==> config.mk <==
export PLATFORM = sky130hd
export DESIGN_NAME = candle_sequencer
export DESIGN_NICKNAME = d
export VERILOG_FILES = /design/src/rtl/candle_pkg.sv /design/src/rtl/candle_tick_gen.sv /design/src/rtl/candle_sequencer.sv
export SDC_FILE = /design/constraint.sdc
export NUM_CORES = 1
export LEC_CHECK = 0
export ABC_CLOCK_PERIOD_IN_PS = 2180
export BUFFER_PORTS_ARGS = -buffer_cell sky130_fd_sc_hd__buf_2
export CAP_MARGIN = 10
export CELL_PAD_IN_SITES_DETAIL_PLACEMENT = 0
export CELL_PAD_IN_SITES_GLOBAL_PLACEMENT = 1
export CORE_MARGIN = 5
export CORE_UTILIZATION = 40
export DETAILED_ROUTE_END_ITERATION = 10
export PLACE_DENSITY_LB_ADDON = 0.1
export SLEW_MARGIN = 10
export SYNTH_ARGS = -nofsm -noshare
export SYNTH_HDL_FRONTEND = slang
export SYNTH_SLANG_ARGS = --single-unit
==> constraint.sdc <==
create_clock -name sys_clk -period 2.18 [get_ports sys_clk]
set_input_delay 0.327 -clock sys_clk [delete_from_list [all_inputs] [get_ports sys_clk]]
set_output_delay 0.327 -clock sys_clk [all_outputs]
set_load 0.02 [all_outputs]
==> src/rtl/candle_pkg.sv <==
//------------------------------------------------------------------------------
// candle_pkg : shared constants and state encoding for the candle sequencer.
// Rev 1.0
//------------------------------------------------------------------------------
`default_nettype none

package candle_pkg;

    localparam int NUM_CANDLES = 8;
    localparam int POS_W       = 3;
    localparam int STEP_W      = 4;

    typedef logic [1:0] state_t;

    localparam state_t ST_IDLE  = 2'd0;
    localparam state_t ST_LIGHT = 2'd1;
    localparam state_t ST_BLOW  = 2'd2;
    localparam state_t ST_DONE  = 2'd3;

endpackage

`default_nettype wire

==> src/rtl/candle_tick_gen.sv <==
//------------------------------------------------------------------------------
// candle_tick_gen : TICK_DIV down-counter with synchronous restart, one-cycle tick.
// Rev 1.0
//------------------------------------------------------------------------------
`default_nettype none

module candle_tick_gen #(
    parameter int TICK_DIV = 4
) (
    input  logic sys_clk,
    input  logic clr_async,
    input  logic i_restart,
    input  logic i_enable,
    output logic o_tick
);

    localparam int CNT_W = $clog2(TICK_DIV) + 1;
    localparam logic [CNT_W-1:0] c_reload = CNT_W'(TICK_DIV - 1);

    logic [CNT_W-1:0] r_cnt;

    // Restart parks the counter at zero so the first tick lands on the next cycle.
    assign o_tick = i_enable && (r_cnt == '0);

    always_ff @(posedge sys_clk or posedge clr_async) begin
        if (clr_async) begin
            r_cnt <= '0;
        end else if (i_restart) begin
            r_cnt <= '0;
        end else if (o_tick) begin
            r_cnt <= c_reload;
        end else if (i_enable && (r_cnt != '0)) begin
            r_cnt <= r_cnt - 1'b1;
        end
    end

endmodule

`default_nettype wire

==> src/rtl/candle_sequencer.sv <==
//------------------------------------------------------------------------------
// candle_sequencer : turns light/blow commands into timed one-hot set/clear strobes.
// Optional abort input enabled by macro CANDLE_SEQ_ABORT_EN.
// Rev 1.0
//------------------------------------------------------------------------------
`default_nettype none

module candle_sequencer
    import candle_pkg::*;
#(
    parameter int TICK_DIV = 4
) (
    input  logic             sys_clk,
    input  logic             clr_async,
    input  logic             start_light,
    input  logic             start_blow,
`ifdef CANDLE_SEQ_ABORT_EN
    input  logic             abort,
`endif
    output logic [POS_W-1:0] pos_to_set,
    output logic             set_enable,
    output logic [POS_W-1:0] pos_to_clear,
    output logic             clear_enable,
    output logic             busy,
    output logic             done
);

    state_t            r_state;
    state_t            w_state_nxt;
    logic [STEP_W-1:0] r_step;
    logic [STEP_W-1:0] w_step_nxt;
    logic              w_restart;
    logic              w_tick;
    logic              w_run;
    logic              w_abort;
    logic              w_set_en;
    logic [POS_W-1:0]  w_set_pos;
    logic              w_clr_en;
    logic [POS_W-1:0]  w_clr_pos;
    logic              w_busy;
    logic              w_done;

`ifdef CANDLE_SEQ_ABORT_EN
    assign w_abort = abort;
`else
    assign w_abort = 1'b0;
`endif

    assign w_run = (r_state == ST_LIGHT) || (r_state == ST_BLOW);

    candle_tick_gen #(
        .TICK_DIV (TICK_DIV)
    ) u_tick_gen (
        .sys_clk   (sys_clk),
        .clr_async (clr_async),
        .i_restart (w_restart),
        .i_enable  (w_run),
        .o_tick    (w_tick)
    );

    // Output regs are loaded from these next values, so the visible state trails r_state by one cycle.
    always_comb begin
        w_state_nxt = r_state;
        w_step_nxt  = r_step;
        w_restart   = 1'b0;
        w_set_en    = 1'b0;
        w_set_pos   = '0;
        w_clr_en    = 1'b0;
        w_clr_pos   = '0;
        w_busy      = 1'b0;
        w_done      = 1'b0;
        case (r_state)
            ST_IDLE: begin
                if (start_light) begin
                    w_state_nxt = ST_LIGHT;
                    w_step_nxt  = '0;
                    w_restart   = 1'b1;
                end else if (start_blow) begin
                    w_state_nxt = ST_BLOW;
                    w_step_nxt  = '0;
                    w_restart   = 1'b1;
                end
            end
            ST_LIGHT, ST_BLOW: begin
                w_busy = 1'b1;
                if (w_abort) begin
                    w_state_nxt = ST_DONE;
                    w_done      = 1'b1;
                end else if (w_tick) begin
                    // One extra tick after the eighth strobe spaces done like another step.
                    if (r_step == STEP_W'(NUM_CANDLES)) begin
                        w_state_nxt = ST_DONE;
                        w_done      = 1'b1;
                    end else begin
                        w_step_nxt = r_step + 1'b1;
                        if (r_state == ST_LIGHT) begin
                            w_set_en  = 1'b1;
                            w_set_pos = r_step[POS_W-1:0];
                        end else begin
                            w_clr_en  = 1'b1;
                            w_clr_pos = POS_W'(NUM_CANDLES - 1) - r_step[POS_W-1:0];
                        end
                    end
                end
            end
            ST_DONE: begin
                w_state_nxt = ST_IDLE;
            end
            default: begin
                w_state_nxt = ST_IDLE;
            end
        endcase
    end

    always_ff @(posedge sys_clk or posedge clr_async) begin
        if (clr_async) begin
            r_state      <= ST_IDLE;
            r_step       <= '0;
            set_enable   <= 1'b0;
            pos_to_set   <= '0;
            clear_enable <= 1'b0;
            pos_to_clear <= '0;
            busy         <= 1'b0;
            done         <= 1'b0;
        end else begin
            r_state      <= w_state_nxt;
            r_step       <= w_step_nxt;
            set_enable   <= w_set_en;
            pos_to_set   <= w_set_pos;
            clear_enable <= w_clr_en;
            pos_to_clear <= w_clr_pos;
            busy         <= w_busy;
            done         <= w_done;
        end
    end

endmodule

`default_nettype wire
==> results of run 1 <==
## worst max path at each step
stage                     cells past startpoint        from               to
after floorplan                               6  r_state[0]        r_step[2]
after CTS                                     6  r_state[0]  pos_to_clear[0]
final                                         6  r_state[0]  pos_to_clear[0]
after global routing                          6   r_step[1]        r_step[2]
after detailed placement                      6  r_state[0]  pos_to_clear[0]
after global placement                        6  r_state[0]  pos_to_clear[0]
## per-stage QoR
stage	cells	setup slack [ns]
after floorplan	91	0.4939
after global placement	132	0.4969
after detailed placement	132	0.5025
after CTS	136	0.4771
after global routing	136	0.3369
final	136	0.4589
## report_power, final
group / leakage, nW / internal (mW) / switching [mW]
Combinational: 0.287 / 0.407 / 0.564
Clock: 0.0177 / 0.0682 / 0.110
Sequential: 0.247 / 0.487 / 0.102
Total: 0.552 / 0.963 / 0.776
## flip-flops by register name, indices dropped and copies added, names as in the netlist
signal            flops
pos_to_set            3
set_enable            1
done                  1
busy                  1
pos_to_clear          3
r_step                4
r_state               2
clear_enable          1
u_tick_gen.r_cnt      3
## cells in the mapped netlist, drive strengths merged (2+ instances only)
master,count,area share
a21oi,4,0.022
nor2,12,0.049
nand2b,2,0.022
o311ai,2,0.019
ha,7,0.095
and2b,2,0.019
nand3,5,0.027
o22a,2,0.019
dfrtp,19,0.52
nand2,6,0.025
o211ai,2,0.016
and3,2,0.014
a31oi,2,0.014
o21ai,4,0.022
buf,2,0.014
inv,8,0.033
## layout by cell type (no fill, tap or decap)
cell type / synthesis / routed
a211oi_1: 1 / 1
a21oi_1: 4 / 4
a22o_1: 1 / 1
a31oi_1: 2 / 2
and2_1: 1 / 1
and2b_2: 2 / 2
and3_1: 2 / 2
buf_2: 1 / 13
buf_4: 1 / 3
clkbuf_4: 0 / 3
clkinv_2: 0 / 1
dfrtp_1: 19 / 19
ha_1: 7 / 7
inv_1: 8 / 8
nand2_1: 6 / 6
nand2b_1: 1 / 1
nand2b_4: 1 / 1
nand3_1: 5 / 5
nand3b_1: 1 / 1
nor2_1: 12 / 12
nor3_1: 1 / 1
o211ai_1: 2 / 2
o21ai_0: 4 / 4
o21bai_1: 1 / 1
o22a_1: 2 / 2
o311ai_1: 2 / 2
or2_2: 1 / 1
or3_1: 1 / 1
or4_1: 1 / 1
## metal layers
layer  track usage  part of all wire
met1        0.1690              0.50
met2        0.1887              0.42
met3       0.03118             0.055
met4       0.05960             0.020
met5             0                 0
## kinds of logic after synthesis
| kind of cell | count (synthesis) | share of synthesized area |
|---|---|---|
| buffers and inverters | 11 | 0.05047 |
| DFF | 19 | 0.5184 |
| adders and majority gates | 7 | 0.09549 |
| and+or+nand+nor | 35 | 0.1978 |
| AOI/OAI and AO/OA | 19 | 0.1378 |
## final cells by class
cell class	instances	area [um^2]	area share
timing repair buffer	16	87.58	0.08333
multi-input combinational	61	395.4	0.3762
sequential	19	475.5	0.4524
tap	28	35.03	0.03333
inverter	8	30.03	0.02857
clock buffer	3	22.52	0.02143
clock inverter	1	5.005	0.004762
## worst max-delay path: cells and delay by family (launching register included)
kind	cells	cell delay [ns]
buffers and inverters	2	0.24
AND/OR/NAND/NOR	3	0.68
adder cells (fa/ha/maj)	1	0.32
flip-flops	1	0.42
==> flow_summary.ini, run 1 <==
[clock_tree]
clock_latency_ns = 0.29
cts_setup_buffers = 0
cts_buffer_depth = 2
tritoncts = done
cts_hold_repair.buffers = 0
path_clk_slew_ns = 0.11
cts_made_buffers = 3
htree_levels = 1
cts_resized = 0
cts_num_sinks = 19
cts_root_buf = clkbuf_4

[yosys]
synth_warnings = 0
syn_area_um2 = 917.1
synth_seq_cells = 19
synth_top_flop_cell = dfrtp_1
yosys.cell_types.count = 28
synth-async-reset-ratio = 1.000
syn-num-nets = 102
netlist_instances = 91
yosysSeqAreaShare = 0.5184
syn_area_per_cell_um2 = 10.08
synth-edff-count = 0

[die]
core_area_mm2 = 0.002191
dieArea_mm2 = 0.003351
fp.dieH_um = 57.89
rows = 17
pin_count = 14
initial_utilization = 0.4186
die_w_um = 57.89

[worst_setup_path]
crit-reg2reg-capture = pos_to_clear[0]
reg2reg_depth = 6
arrival_ns = 1.95
cp-end-kind = flip-flop
cp_cell_sequence = inv_1 > ha_1 > buf_4 > nand3b_1 > or3_1 > nor2_1
crit_path_top_delay_cell = dfrtp_1
crit_required_ns = 2.41
worstPathMaxFanout = 9
critical_path_class = flip-flop to flip-flop
regToRegSetupSlack_ns = 0.46
max_stage_delay_ns = 0.42
worstReg2RegStart = r_state[0]
start_kind = flip-flop

[sta]
worst_hold_slack_ns = 0.1263
timing.fmax_ghz = 0.5810
finalSetupViolCount = 0
fin_tns_setup_ns = 0
slew_viol_final = 0
period_share = 0.7895
fin_skew_ns = 0.002332
hold_viol = 0
rsz0062_at_grt = false
tightest_slew_ns = 0.7185
layout_min_cycle_time_ns = 1.721
slew_headroom = 0.5205

[layout]
final_area_mm2 = 0.001051
fin_nets = 120
nFillCells = 206
area_delta_synth_final_pct = 14.60
drive_above_1_share = 0.2222
utilization = 0.4797
n_antenna_cell = 0

[power]
power_mw = 1.738
peakVddDrop_mv = 0.9920
leakage_nw = 0.5516
cellPowerDensity_mw_per_mm2 = 1654

[placed_design]
gp_congestion = 0.7300
dp_hpwl_um = 1347
placedInstanceArea_mm2 = 0.001023
portBuffers = 13

[global_routing]
grt_max_degree = 20
grt_pass1_wl_um = 3201
grt_overflow = 0
first_global_vias = 710
track_usage = 0.1257
antenna_found_initial = 0

[detailed_routing]
dr.pass1.iters = 4
drt_iter0_drc = 16
drc = 0
routed_wl_um = 1775
ant_nets = 0
routed-via-count = 679
routedWlPerCell_um = 13.05
viasPerCell = 4.993

[outcome]
status = completed

[job]
drv_cap = 0

[worst_hold_path]
hold_class = input port to asynchronous set/reset pin
Power figures use the tool's default switching activity.
==> inputs of run 2 (changes only) <==
--- a/config.mk
+++ b/config.mk
@@ -5,7 +5,7 @@
 export SDC_FILE = /design/constraint.sdc
 export NUM_CORES = 1
 export LEC_CHECK = 0
-export ABC_CLOCK_PERIOD_IN_PS = 2180
+export ABC_CLOCK_PERIOD_IN_PS = 1790
 export BUFFER_PORTS_ARGS = -buffer_cell sky130_fd_sc_hd__buf_2
 export CAP_MARGIN = 10
 export CELL_PAD_IN_SITES_DETAIL_PLACEMENT = 0
==> constraint.sdc (replaced) <==
create_clock -name sys_clk -period 1.79 [get_ports sys_clk]
set_input_delay 0.2685 -clock sys_clk [delete_from_list [all_inputs] [get_ports sys_clk]]
set_output_delay 0.2685 -clock sys_clk [all_outputs]
set_load 0.02 [all_outputs]
==> run 2 against run 1 <==
  * Flip-flop and latch count unchanged
  * Combinational power rose by 36%
  * Design area grew 3.2%
  * Largest power group unchanged
==> flow_summary.ini, run 2 (same netlist as run 1, synthesis figures left out) <==
[clock_tree]
path_clk_slew_ns = 0.11
cts_root_buf = clkbuf_4
clock_latency_ns = 0.30
cts_made_buffers = 3
tritoncts = done
cts_buffer_depth = 2
htree_levels = 1
cts_num_sinks = 19
cts_setup_buffers = 0

[layout]
fin_nets = 123
final_cell_mix = dfrtp_1, buf_2, nor2_1, inv_1
nFillCells = 202
n_antenna_cell = 0
drive_above_1_share = 0.2432
layout_commonest_cell = dfrtp_1
fin_cells = 139
top_register = r_step
largest_reg_flops = 4
area_delta_synth_final_pct = 18.28

[power]
p_comb_frac = 0.596
cellPowerDensity_mw_per_mm2 = 2035
intPower_mw = 1.246
sw_frac_of_total = 0.4356
p_clk_frac = 0.101
leakage_nw = 0.5641
seqPwrFrac = 0.302
p_sw_mw = 0.9617
peakVddDrop_mv = 1.018

[global_routing]
grt_max_degree = 20
track_usage = 0.1197
grt_pass1_wl_um = 3063
first_global_vias = 686
grt_overflow = 0
antenna_found_initial = 0

[outcome]
status = completed

[detailed_routing]
ant_nets = 0
drt_iter0_drc = 15
routed-via-count = 701
routedWlPerCell_um = 12.89
dr.pass1.iters = 3
viasPerCell = 5.043
drc = 0
routed_wl_um = 1792

[placed_design]
gp_congestion = 0.7096
dp.cells = 135
dp_hpwl_um = 1327
portBuffers = 13

[die]
initial_utilization = 0.4186
fp.dieH_um = 57.89
rows = 17
dieArea_mm2 = 0.003351
die_w_um = 57.89
pin_count = 14
core_area_mm2 = 0.002191

[worst_setup_path]
cp-end-kind = flip-flop
cp_cell_sequence = inv_1 > ha_1 > nand2b_4 > a22o_1 > or4_1 > o211ai_1
cp_top_family = simple AND/OR/NAND/NOR gates
crit_required_ns = 2.02
arrival_ns = 1.85
start_kind = flip-flop
critical_path_class = flip-flop to flip-flop
worstPathMaxFanout = 3
cp_num_buf_inv = 1
max_stage_delay_ns = 0.46
crit_path_top_delay_cell = or4_1

[sta]
tightest_slew_ns = 0.7240
rsz0062_at_grt = false
finalSetupViolCount = 0
slew_viol_final = 0
period_share = 0.9061
fin_tns_setup_ns = 0
layout_min_cycle_time_ns = 1.622
fin_skew_ns = 0.0006076
hold_viol = 0
timing.fmax_ghz = 0.6166
slew_headroom = 0.5168

[worst_hold_path]
hold_class = input port to asynchronous set/reset pin

[job]
drv_cap = 0
==> run 2: cell count changes in the layout (fill, tap and decap cells not counted) <==
cell	change
buf_4	+3
clkinv_2	-1
ha_4	+1
ha_1	-1
clkbuf_1	+1
==> run 2: worst paths after layout <==
check | startpoint | endpoint | slack [ns] | cells after the start
max | u_tick_gen.r_cnt[0] | r_step[2] | 0.17 | 6
min | clr_async | clear_enable | 0.06 | 2
max reg2reg | u_tick_gen.r_cnt[0] | r_step[2] | 0.17 | 6
min reg2reg | u_tick_gen.r_cnt[0] | u_tick_gen.r_cnt[0] | 0.51 | 1
max in group asynchronous | clr_async | set_enable | 1.27 | 2
min in group sys_clk | start_light | r_state[1] | 0.36 | 3
==> run 2: power groups by stage <==
stage	Sequential, mW	Clock [mW]	Combinational [mW]
finish	0.667	0.224	1.32
global route	0.688	0.256	1.50
CTS	0.668	0.228	1.27
detailed placement	0.676	0	1.27
global placement	0.674	0	1.27
floorplan	0.762	0	0.831
==> run 2: worst reg2reg max path, stage by stage (launching register included) <==
cell and delay [ns]:
dfrtp_1 0.41, inv_1 0.08, ha_1 0.24, nand2b_4 0.07, a22o_1 0.19, or4_1 0.46, o211ai_1 0.10
==> run 2: area by class of cell <==
cell class / count / area [um^2] / area share
sequential: 19 / 475.5 / 0.4383
multi-input combinational: 61 / 407.9 / 0.3760
timing repair buffer: 19 / 110.1 / 0.1015
tap: 28 / 35.03 / 0.03230
inverter: 8 / 30.03 / 0.02768
clock buffer: 4 / 26.28 / 0.02422
==> run 2: stage by stage <==
step	hold slack, ns	total power [mW]	area, um^2	utilization	setup WS (ns)
after floorplan	0.2196	1.594	917.1	-	0.1039
after global placement	0.4247	1.942	1046	0.4774	0.1400
after detailed placement	0.4318	1.946	1046	0.4774	0.1122
after CTS	0.09704	2.169	1072	0.4894	0.09282
after global routing	0.1261	2.439	1085	0.4951	0.05426
final	0.06494	2.208	1085	0.4951	0.1681
==> run 2: routing by layer <==
metal,share of wire,GRT usage,vias up
met5,0,0,-
met4,0.022,0.05960,0
met3,0.059,0.03118,5
met2,0.45,0.1790,16
met1,0.47,0.1593,329
li1,-,-,351
==> run 2: timing repair <==
| item | CTS | global route |
|---|---|---|
| hold buffers | 0 | 0 |
| setup endpoints to repair | 0 | 4 |
| resized for setup | 0 | 2 |
